File: config.mk
export PLATFORM = sky130hd
export DESIGN_NAME = fb_draw_arbiter
export DESIGN_NICKNAME = d
export VERILOG_FILES = /design/src/rtl/fb_draw_arbiter.sv
export SDC_FILE = /design/constraint.sdc
export NUM_CORES = 1
export LEC_CHECK = 0
export CAP_MARGIN = 25
export CORE_UTILIZATION = 44
export DETAILED_ROUTE_END_ITERATION = 6
export MAX_ROUTING_LAYER = met4
export PLACE_DENSITY = 0.9
export SLEW_MARGIN = 10
export SYNTH_ARGS = -nofsm -noshare
export SYNTH_HDL_FRONTEND = slang
export SYNTH_SLANG_ARGS = --single-unit
File: constraint.sdc
create_clock -name clk -period 4.35 [get_ports clk]
set_clock_uncertainty 0.05 [all_clocks]
set_input_delay 1.0875 -clock clk [delete_from_list [all_inputs] [get_ports clk]]
set_output_delay 1.0875 -clock clk [all_outputs]
set_load 0.02 [all_outputs]
File: src/rtl/fb_draw_arbiter.sv
// Two-requester draw-command arbiter with front/back frame buffer swap on frame_sync.
// Define DRAW_FIXED_PRIO_EN to give requester 0 fixed priority instead of round-robin.
module fb_draw_arbiter #(
  parameter int unsigned FB_SIZE   = 614400,
  parameter logic [31:0] BASE_ADDR = 32'd0
) (
  input  logic        clk,
  input  logic        rst_n,
  input  logic [1:0]  req,
  input  logic [31:0] req_x,
  input  logic [31:0] req_y,
  input  logic [47:0] req_pixel,
  input  logic [47:0] req_len,
  output logic [1:0]  grant,
  output logic [1:0]  done,
  output logic [15:0] x_pos,
  output logic [15:0] y_pos,
  output logic [23:0] pixel,
  output logic [23:0] len,
  output logic        enable,
  input  logic        busy,
  input  logic        sys_vaild,
  input  logic        frame_sync,
  input  logic        swap_req,
  output logic [31:0] ping_addr,
  output logic [31:0] pong_addr,
  output logic        swap_done
);

  typedef enum logic [1:0] {IDLE, ISSUE, WAIT, RELEASE} state_t;

  state_t      state;
  state_t      state_next;
  logic        last_granted;
  logic        swap_pending;
  logic        winner;
  logic        grant_now;
  logic        swap_now;
  logic [23:0] win_len;

  always_comb begin
`ifdef DRAW_FIXED_PRIO_EN
    winner = ~req[0];
`else
    // prefer whichever requester did not win last time
    winner = last_granted ? ~req[0] : req[1];
`endif
  end

  assign grant_now = (state == IDLE) && sys_vaild && !swap_pending && !swap_req && (req != 2'b00);
  assign swap_now  = (state == IDLE) && frame_sync && (swap_pending || swap_req);
  assign win_len   = winner ? req_len[47:24] : req_len[23:0];

  always_ff @(posedge clk or negedge rst_n) begin
    if (!rst_n) state <= IDLE;
    else        state <= state_next;
  end

  always_comb begin
    state_next = state;
    enable     = 1'b0;
    done       = 2'b00;
    case (state)
      IDLE: begin
        if (grant_now) state_next = (win_len == 24'd0) ? RELEASE : ISSUE;
      end
      ISSUE: begin
        enable = 1'b1;
        if (busy) state_next = WAIT;
      end
      WAIT: begin
        enable = 1'b1;
        if (!busy) state_next = RELEASE;
      end
      RELEASE: begin
        done       = grant;
        state_next = IDLE;
      end
      default: state_next = IDLE;
    endcase
  end

  // command fields are captured once at grant and held until the grant is cleared
  always_ff @(posedge clk or negedge rst_n) begin
    if (!rst_n) begin
      grant        <= 2'b00;
      last_granted <= 1'b1;
      x_pos        <= 16'd0;
      y_pos        <= 16'd0;
      pixel        <= 24'd0;
      len          <= 24'd0;
    end else if (grant_now) begin
      grant        <= winner ? 2'b10 : 2'b01;
      last_granted <= winner;
      x_pos        <= winner ? req_x[31:16] : req_x[15:0];
      y_pos        <= winner ? req_y[31:16] : req_y[15:0];
      pixel        <= winner ? req_pixel[47:24] : req_pixel[23:0];
      len          <= win_len;
    end else if (state == RELEASE) begin
      grant <= 2'b00;
    end
  end

  always_ff @(posedge clk or negedge rst_n) begin
    if (!rst_n) begin
      ping_addr    <= BASE_ADDR;
      pong_addr    <= BASE_ADDR + FB_SIZE;
      swap_pending <= 1'b0;
      swap_done    <= 1'b0;
    end else begin
      swap_done <= swap_now;
      if (swap_now) begin
        ping_addr    <= pong_addr;
        pong_addr    <= ping_addr;
        swap_pending <= 1'b0;
      end else if (swap_req) begin
        swap_pending <= 1'b1;
      end
    end
  end

endmodule

==> run_results.csv <==
group,metric,value,unit
drt,drt_first_pass_iters,5,
cts,tritoncts,"yes",
cts,clockBufferDepth,2,
yosys,synth_commonest_cells,"nand2_1 (276), dfrtp_1 (146), mux2i_1 (82)",
drt,drt_wl_total,19600,um
timing,slew_headroom,36.9,%
die,design.core.area,14600,um^2
global_routing,grt_max_degree,93,
drt,routedWlPerCell,16.6,um
drt,first_iter_violations,322,
yosys,synth_fp_nets,848,
finish,nets,1153,
yosys,synth_area_leader_cell,"dfrtp_1",
critical_path,worstPathCellList,"inv_1 -> ha_1 -> clkdlybuf4s50_1",
drt,dr_total_vias,6041,
die,start_util,45.1,%
cts,clock-sinks,151,
finish,antennaDiodeCount,0,
run_status,outcome,"completed",
finish,nFillCells,1045,
yosys,ys_seq_area_share,57.5,%
global_routing,grt_usage,27.2,%
die,std_cell_rows,44,
placed_design,portBuffers,317,
cts,clkTransAtPathRegs,0.07,ns
power,p_per_area,568,nW/um^2
placed_design,place.gp.congestion,0.823,
critical_path,worstSetupEndpointType,"output port",
power,ir_worst_vdd,0.361,mV
global_routing,antenna_found_initial,0,
global_routing,grt_overflow,0,
critical_path,slowest_stage,"clkdlybuf4s50_1",
drt,antenna_left,0,
yosys,synth_enable_flop_cells,0,
finish,multi_input_area,2600,um^2
critical_path,cp-start-kind,"flop",
yosys,synth_area_leaders,"dfrtp_1 (55%), nand2_1 (16%), mux2i_1 (12%), o21ai_0 (5.0%), dfstp_2 (2.0%)",
finish,fin_util,72.2,%
cts,cts_setup_buffers,0,
yosys,netlist_area,6580,um^2
critical_path,critPathKind,"reg2out",
cts,cts.repair.resized,0,
cts,htreeDepth,4,
yosys,async_flop_share,100,%
yosys,synth-seq-cells,151,
power,leakage,0.00494,uW
yosys,syn_avg_cell_area,9.75,um^2
die,ios,318,
cts,hold_buffers,0,
finish,drive_above_1_share,5.14,%
global_routing,grt_first_pass_wirelength,31700,um
timing,period_share,68.7,%
yosys,synth.top_cell.area_share,55.5,%
timing,hold_viol_final,0,
finish,synthToLayoutAreaGrowth,59.9,%
critical_path,slowest_delay,0.64,ns
die,die_x,124,um
die,die_h,124,um
yosys,yosysWarnings,0,
drt,post-route-drc-count,0,
timing,final.min_clock_period,2.99,ns
critical_path,arrival,1.85,ns
timing,rsz0062_at_grt,"false",
flow_run,cap_viol_max_count,0,
cts,root_buffer,"clkbuf_16",
timing,setup_violations,0,
yosys,syn_inst,675,
hold_path,hp-class,"reg2reg",
yosys,synth.distinct_cells,29,
drt,viasPerCell,5.13,
critical_path,critPathRequiredTime,3.21,ns
timing,tightest_slew,0.947,ns
die,dieArea,15500,um^2
timing,drv_slew,0,
cts,cts-buffers-inserted,17,
yosys,synth_flop_cell,"dfrtp_1",
critical_path,path_max_fanout,4,
finish,regArea,3780,um^2
timing,fin_setup_tns,0,ns
global_routing,first_global_vias,6197,
placed_design,hpwl,14600,um
yosys,synthMostInstantiatedCell,"nand2_1",
cts,insertion_delay,0.42,ns
timing,fmax,334,MHz
==> power by group <==
group | switching, uW | internal (uW) | leakage, uW | total (uW)
clock | 592 | 967 | 0.000302 | 1560
sequential | 222 | 1780 | 0.00197 | 2000
combinational | 1310 | 1110 | 0.00267 | 2420
total | 2120 | 3850 | 0.00494 | 5970
==> sequential cells by signal, summed over array words and instances, names as in the netlist <==
| register | count |
|---|---|
| grant | 2 |
| last_granted | 1 |
| len | 24 |
| ping_addr | 32 |
| pixel | 24 |
| pong_addr | 32 |
| state | 2 |
| swap_done | 1 |
| swap_pending | 1 |
| x_pos | 16 |
| y_pos | 16 |
==> cells by family after synthesis <==
group | count (synthesis) | synth area share, %
buffers and inverters | 44 | 3.31
and+or+nand+nor | 302 | 18.2
adders and majority gates | 5 | 0.950
DFF | 151 | 57.5
AOI/OAI and AO/OA | 91 | 7.62
muxes | 82 | 12.5
==> through the flow <==
stage	worst slack (ns)	instances	total power (uW)	hold slack [ns]	instance area [um^2]
after floorplan	2.19	675	3250	0.423	6580
after CTS	1.34	1177	6020	0.427	10500
final	1.36	1177	5970	0.425	10500
after global routing	1.29	1177	6270	0.448	10500
after detailed placement	1.01	1145	4440	0.417	9900
after global placement	1.10	1145	4350	0.406	9900
==> final cells by class <==
cell class	instances	area share, %
clock inverter	14	1.88
clock buffer	18	4.08
multi-input combinational	480	24.7
tap	184	2.19
inverter	3	0.107
sequential	151	36.0
timing repair buffer	327	31.1
==> worst max-delay path: cells and delay by family, from the launching register on <==
family                     cells  cell delay (ns)
buffers and inverters          2             0.74
DFF                            1             0.38
adders and majority gates      1             0.33
==> routing by layer <==
| layer | vias up | share of wire [%] | track usage, % | wire, um |
|---|---|---|---|---|
| li1 | 2848 | - | - | - |
| met1 | 2885 | 37 | 29.5 | 7350 |
| met4 | 0 | 3.5 | 11.8 | 689 |
| met5 | - | 0 | - | 0 |
| met3 | 49 | 6.0 | 6.57 | 1180 |
| met2 | 259 | 53 | 47.1 | 10400 |
==> cell usage in the layout, fill, tap and decap left out, drive strengths merged, types with 2 or more instances in the layout <==
master / Yosys / routed
and2: 2 / 2
buf: 26 / 11
bufinv: 0 / 4
clkbuf: 15 / 18
clkdlybuf4s50: 0 / 316
clkinv: 0 / 5
clkinvlp: 0 / 2
dfrtp: 146 / 146
dfstp: 5 / 5
ha: 5 / 5
inv: 3 / 6
mux2i: 82 / 82
nand2: 276 / 276
nand3: 3 / 3
nand3b: 3 / 3
nand4: 2 / 2
nor2: 3 / 3
nor3: 2 / 2
nor4: 8 / 8
nor4b: 2 / 2
o211ai: 2 / 2
o21ai: 85 / 85
==> worst paths after layout <==
path | start | endpoint | slack, ns | depth (start not counted)
min | pong_addr[13] | pong_addr[13] | 0.42 | 2
max reg2reg | state[0] | pong_addr[8] | 1.81 | 7
max in group asynchronous | rst_n | pong_addr[14] | 2.69 | 2
min in group asynchronous | rst_n | pong_addr[26] | 0.65 | 1
min reg2reg | pong_addr[13] | pong_addr[13] | 0.42 | 2
max | state[0] | enable | 1.36 | 3
(Power assumes the default switching activity.)
==> RTL edit: new RTL, same flow settings <==
Add a define of `DRAW_FIXED_PRIO_EN`.
--- a/src/rtl/fb_draw_arbiter.sv
+++ b/src/rtl/fb_draw_arbiter.sv
@@ -1,5 +1,7 @@
 // Two-requester draw-command arbiter with front/back frame buffer swap on frame_sync.
 // Define DRAW_FIXED_PRIO_EN to give requester 0 fixed priority instead of round-robin.
+`define DRAW_FIXED_PRIO_EN
+
 module fb_draw_arbiter #(
   parameter int unsigned FB_SIZE   = 614400,
   parameter logic [31:0] BASE_ADDR = 32'd0
Function: changed (a bounded check fails within 4 cycles, from zero or initial values and one cycle with rst_n low).
==> RTL edit against the original RTL <==
Setup slack got worse by 0.027 ns; die area increased by 0.13%; wire length decreased by 0.51%; design area decreased by 1.6%; via count decreased by 1.7%; synthesized cell count decreased by 0.44%; power decreased by 9.5%; synthesized area increased by 0.13%; critical path depth unchanged; sequential cell count decreased by 1; count of clock-buffer cells in the layout increased by 3; utilization decreased by 1.1 points; largest cell class unchanged; largest power group unchanged.
==> RTL edit: results (changes against the original RTL) <==
Status
  – Outcome: finished, final reports clean (unchanged)

Final layout
  – Largest regs: ping_addr: 32 flops, pong_addr: 32 flops (unchanged)
  – Share of cells above drive strength 1: 4.57% (was 5.14%)
  – Ant. Diodes: 0 (unchanged)
  – Nets: 1,145 (was 1,153)
  – # fillers: 1,054 (was 1,045)

Critical path
  – Worst-path maximum fanout: 4 (unchanged)
  – Reg2Reg Depth: 6 (was 7)
  – Reg2reg start: state[0] (unchanged)
  – Slowest-stage cell, CP: clkdlybuf4s50_1 (unchanged)
  – FF-to-FF End: y_pos[3] (was pong_addr[8])
  – Critical Path Max Stage Delay: 0.66 ns (was 0.64 ns)
  – Flop2flop setup slack: 2.26 ns (was 1.81 ns)

Min path
  – Hold path depth: 2 (unchanged)
  – Hold Path End: pong_addr[14] (was pong_addr[13])
  – Hold Path Class: reg -> reg (unchanged)
  – Min-delay src: pong_addr[14] (was pong_addr[13])

Global routing
  – Global-route wire length before repair: 30,900 um (was 31,700 um)
  – All-layer global routing usage: 26.6% (was 27.2%)
  – Vias in the first global route: 5,990 (was 6,197)
  – Antenna violations before repair: 0 (unchanged)
  – Largest net degree at the start of global routing: 153 (was 93)

Placed design
  – Place WS: 1.38 ns (was 1.01 ns)
  – Routability cong.: 0.837 (was 0.823)
  – IO buf count: 317 (unchanged)
  – DPL Wire Length: 14,500 um (was 14,600 um)
  – Placed cell area: 9810 um2 (was 9900 um2)

Clock network
  – Hold buffers post-CTS: 0 (unchanged)
  – H-tree depth: 4 (unchanged)
  – Clk Latency, worst-skew pair: 0.41 ns
  – Post_cts resized: 0 (unchanged)
  – Worst-path clk slew: 0.06 ns
  – Clock Path Buffers: 2 (unchanged)
  – Number of CTS-inserted buffers: 17 (unchanged)
  – Setup Buffers After CTS: 0 (unchanged)
  – Clk root buf: clkbuf_16 (unchanged)

Synthesis
  – Synth area leaders: dfrtp_1, nand2_1, mux2i_1 (unchanged)
  – Net Count, Synth: 845 (was 848)
  – Post-synth top cells: nand2_1, dfrtp_1, mux2i_1 (unchanged)
  – Post-Synthesis Cells: 672 (was 675)
  – Async SR Flop Fraction: 100% (unchanged)
  – Top_reg_cell synth: dfrtp_1 (unchanged)
  – Yosys cell types: 29 (unchanged)
  – YS warnings: 0 (unchanged)
  – Sequential share of the synthesized area: 57.0% (was 57.5%)

Routing
  – Drt first pass iters: 4 (was 5)
  – Iter 0 DRT Violations: 376 (was 322)
  – WL/cell: 16.7 um (was 16.6 um)
  – Routed via count: 5,938 (was 6,041)

STA
  – Tightest Pin Transition: 0.829 ns (was 0.947 ns)

Power and ir drop
  – Leakage power: 4.89 nW (was 4.94 nW)
  – Worst IR Drop VDD: 0.321 mV (was 0.361 mV)
==> RTL edit: cell count changes in the layout (fill, tap and decap cells not counted), sizes merged, moves of 2 or more <==
cell      unedited run  this run
nand2              276       272
buf                 11         8
clkinvlp             2         4
a22o                 0         2
bufinv               4         1
nor4                 8        10
nor4b                2         0
nand3                3         0
mux2                 0         2
clkbuf              18        21
==> RTL edit: worst max path at each step <==
stage	cells after the start	slack, ns	startpoint	end
2_1_floorplan	4	2.29	busy	state[1]
3_3_place_gp	4	1.43	req[1]	y_pos[4]
3_5_place_dp	4	1.38	req[1]	y_pos[7]
4_1_cts	3	1.30	state[1]	enable
5_1_grt	3	1.25	state[1]	enable
6_report	3	1.33	state[1]	enable
==> RTL edit: where the power goes <==
group          internal, mW  leakage [nW]  total (mW)  switching [mW]
Sequential             1.76          1.96        1.96           0.206
Clock                 0.802         0.260        1.37           0.572
Combinational         0.948          2.67        2.07            1.12
Total                  3.51          4.89        5.41            1.90
==> RTL edit: routing by layer <==
layer	part of all wire, %	wire length [um]	vias up	global-route usage, %
met4	3.1	605	0	11.3
li1	-	-	2827	-
met3	6.1	1180	41	5.93
met5	0	0	-	-
met1	38	7500	2821	29.4
met2	52	10200	249	46.1
==> RTL edit: worst max-delay path, delay by kind of cell (launching register included) <==
family,cells,cell delay [ns]
flip-flops,1,0.40
adder cells (fa/ha/maj),1,0.30
buffers and inverters,2,0.76
==> RTL edit: cell type report <==
cell class	count	area, um2	share of cell area (%)
Multi-Input combinational cell	476	2560	24.7
Sequential cell	150	3760	36.3
Clock buffer	21	450	4.35
Inverter	4	15.0	0.145
Timing Repair Buffer	323	3240	31.3
Tap cell	184	230	2.22
Clock inverter	11	101	0.978
==> RTL edit: stage by stage <==
stage          hold slack (ns)  std cells
2_1_floorplan            0.448        672
3_3_place_gp             0.407       1137
3_5_place_dp             0.413       1137
4_1_cts                  0.428       1169
5_1_grt                  0.443       1169
6_report                 0.430       1169
==> RTL edit: kinds of logic (layout without fill, tap and decap cells) <==
logic type | after synthesis | after routing | share of synthesized area, %
AO/OA/AOI/OAI | 93 | 93 | 7.52
adder cells (fa/ha/maj) | 5 | 5 | 0.949
buffers and inverters | 46 | 359 | 4.29
flip-flops | 150 | 150 | 57.0
multiplexers | 83 | 83 | 12.6
AND/OR/NAND/NOR | 295 | 295 | 17.6
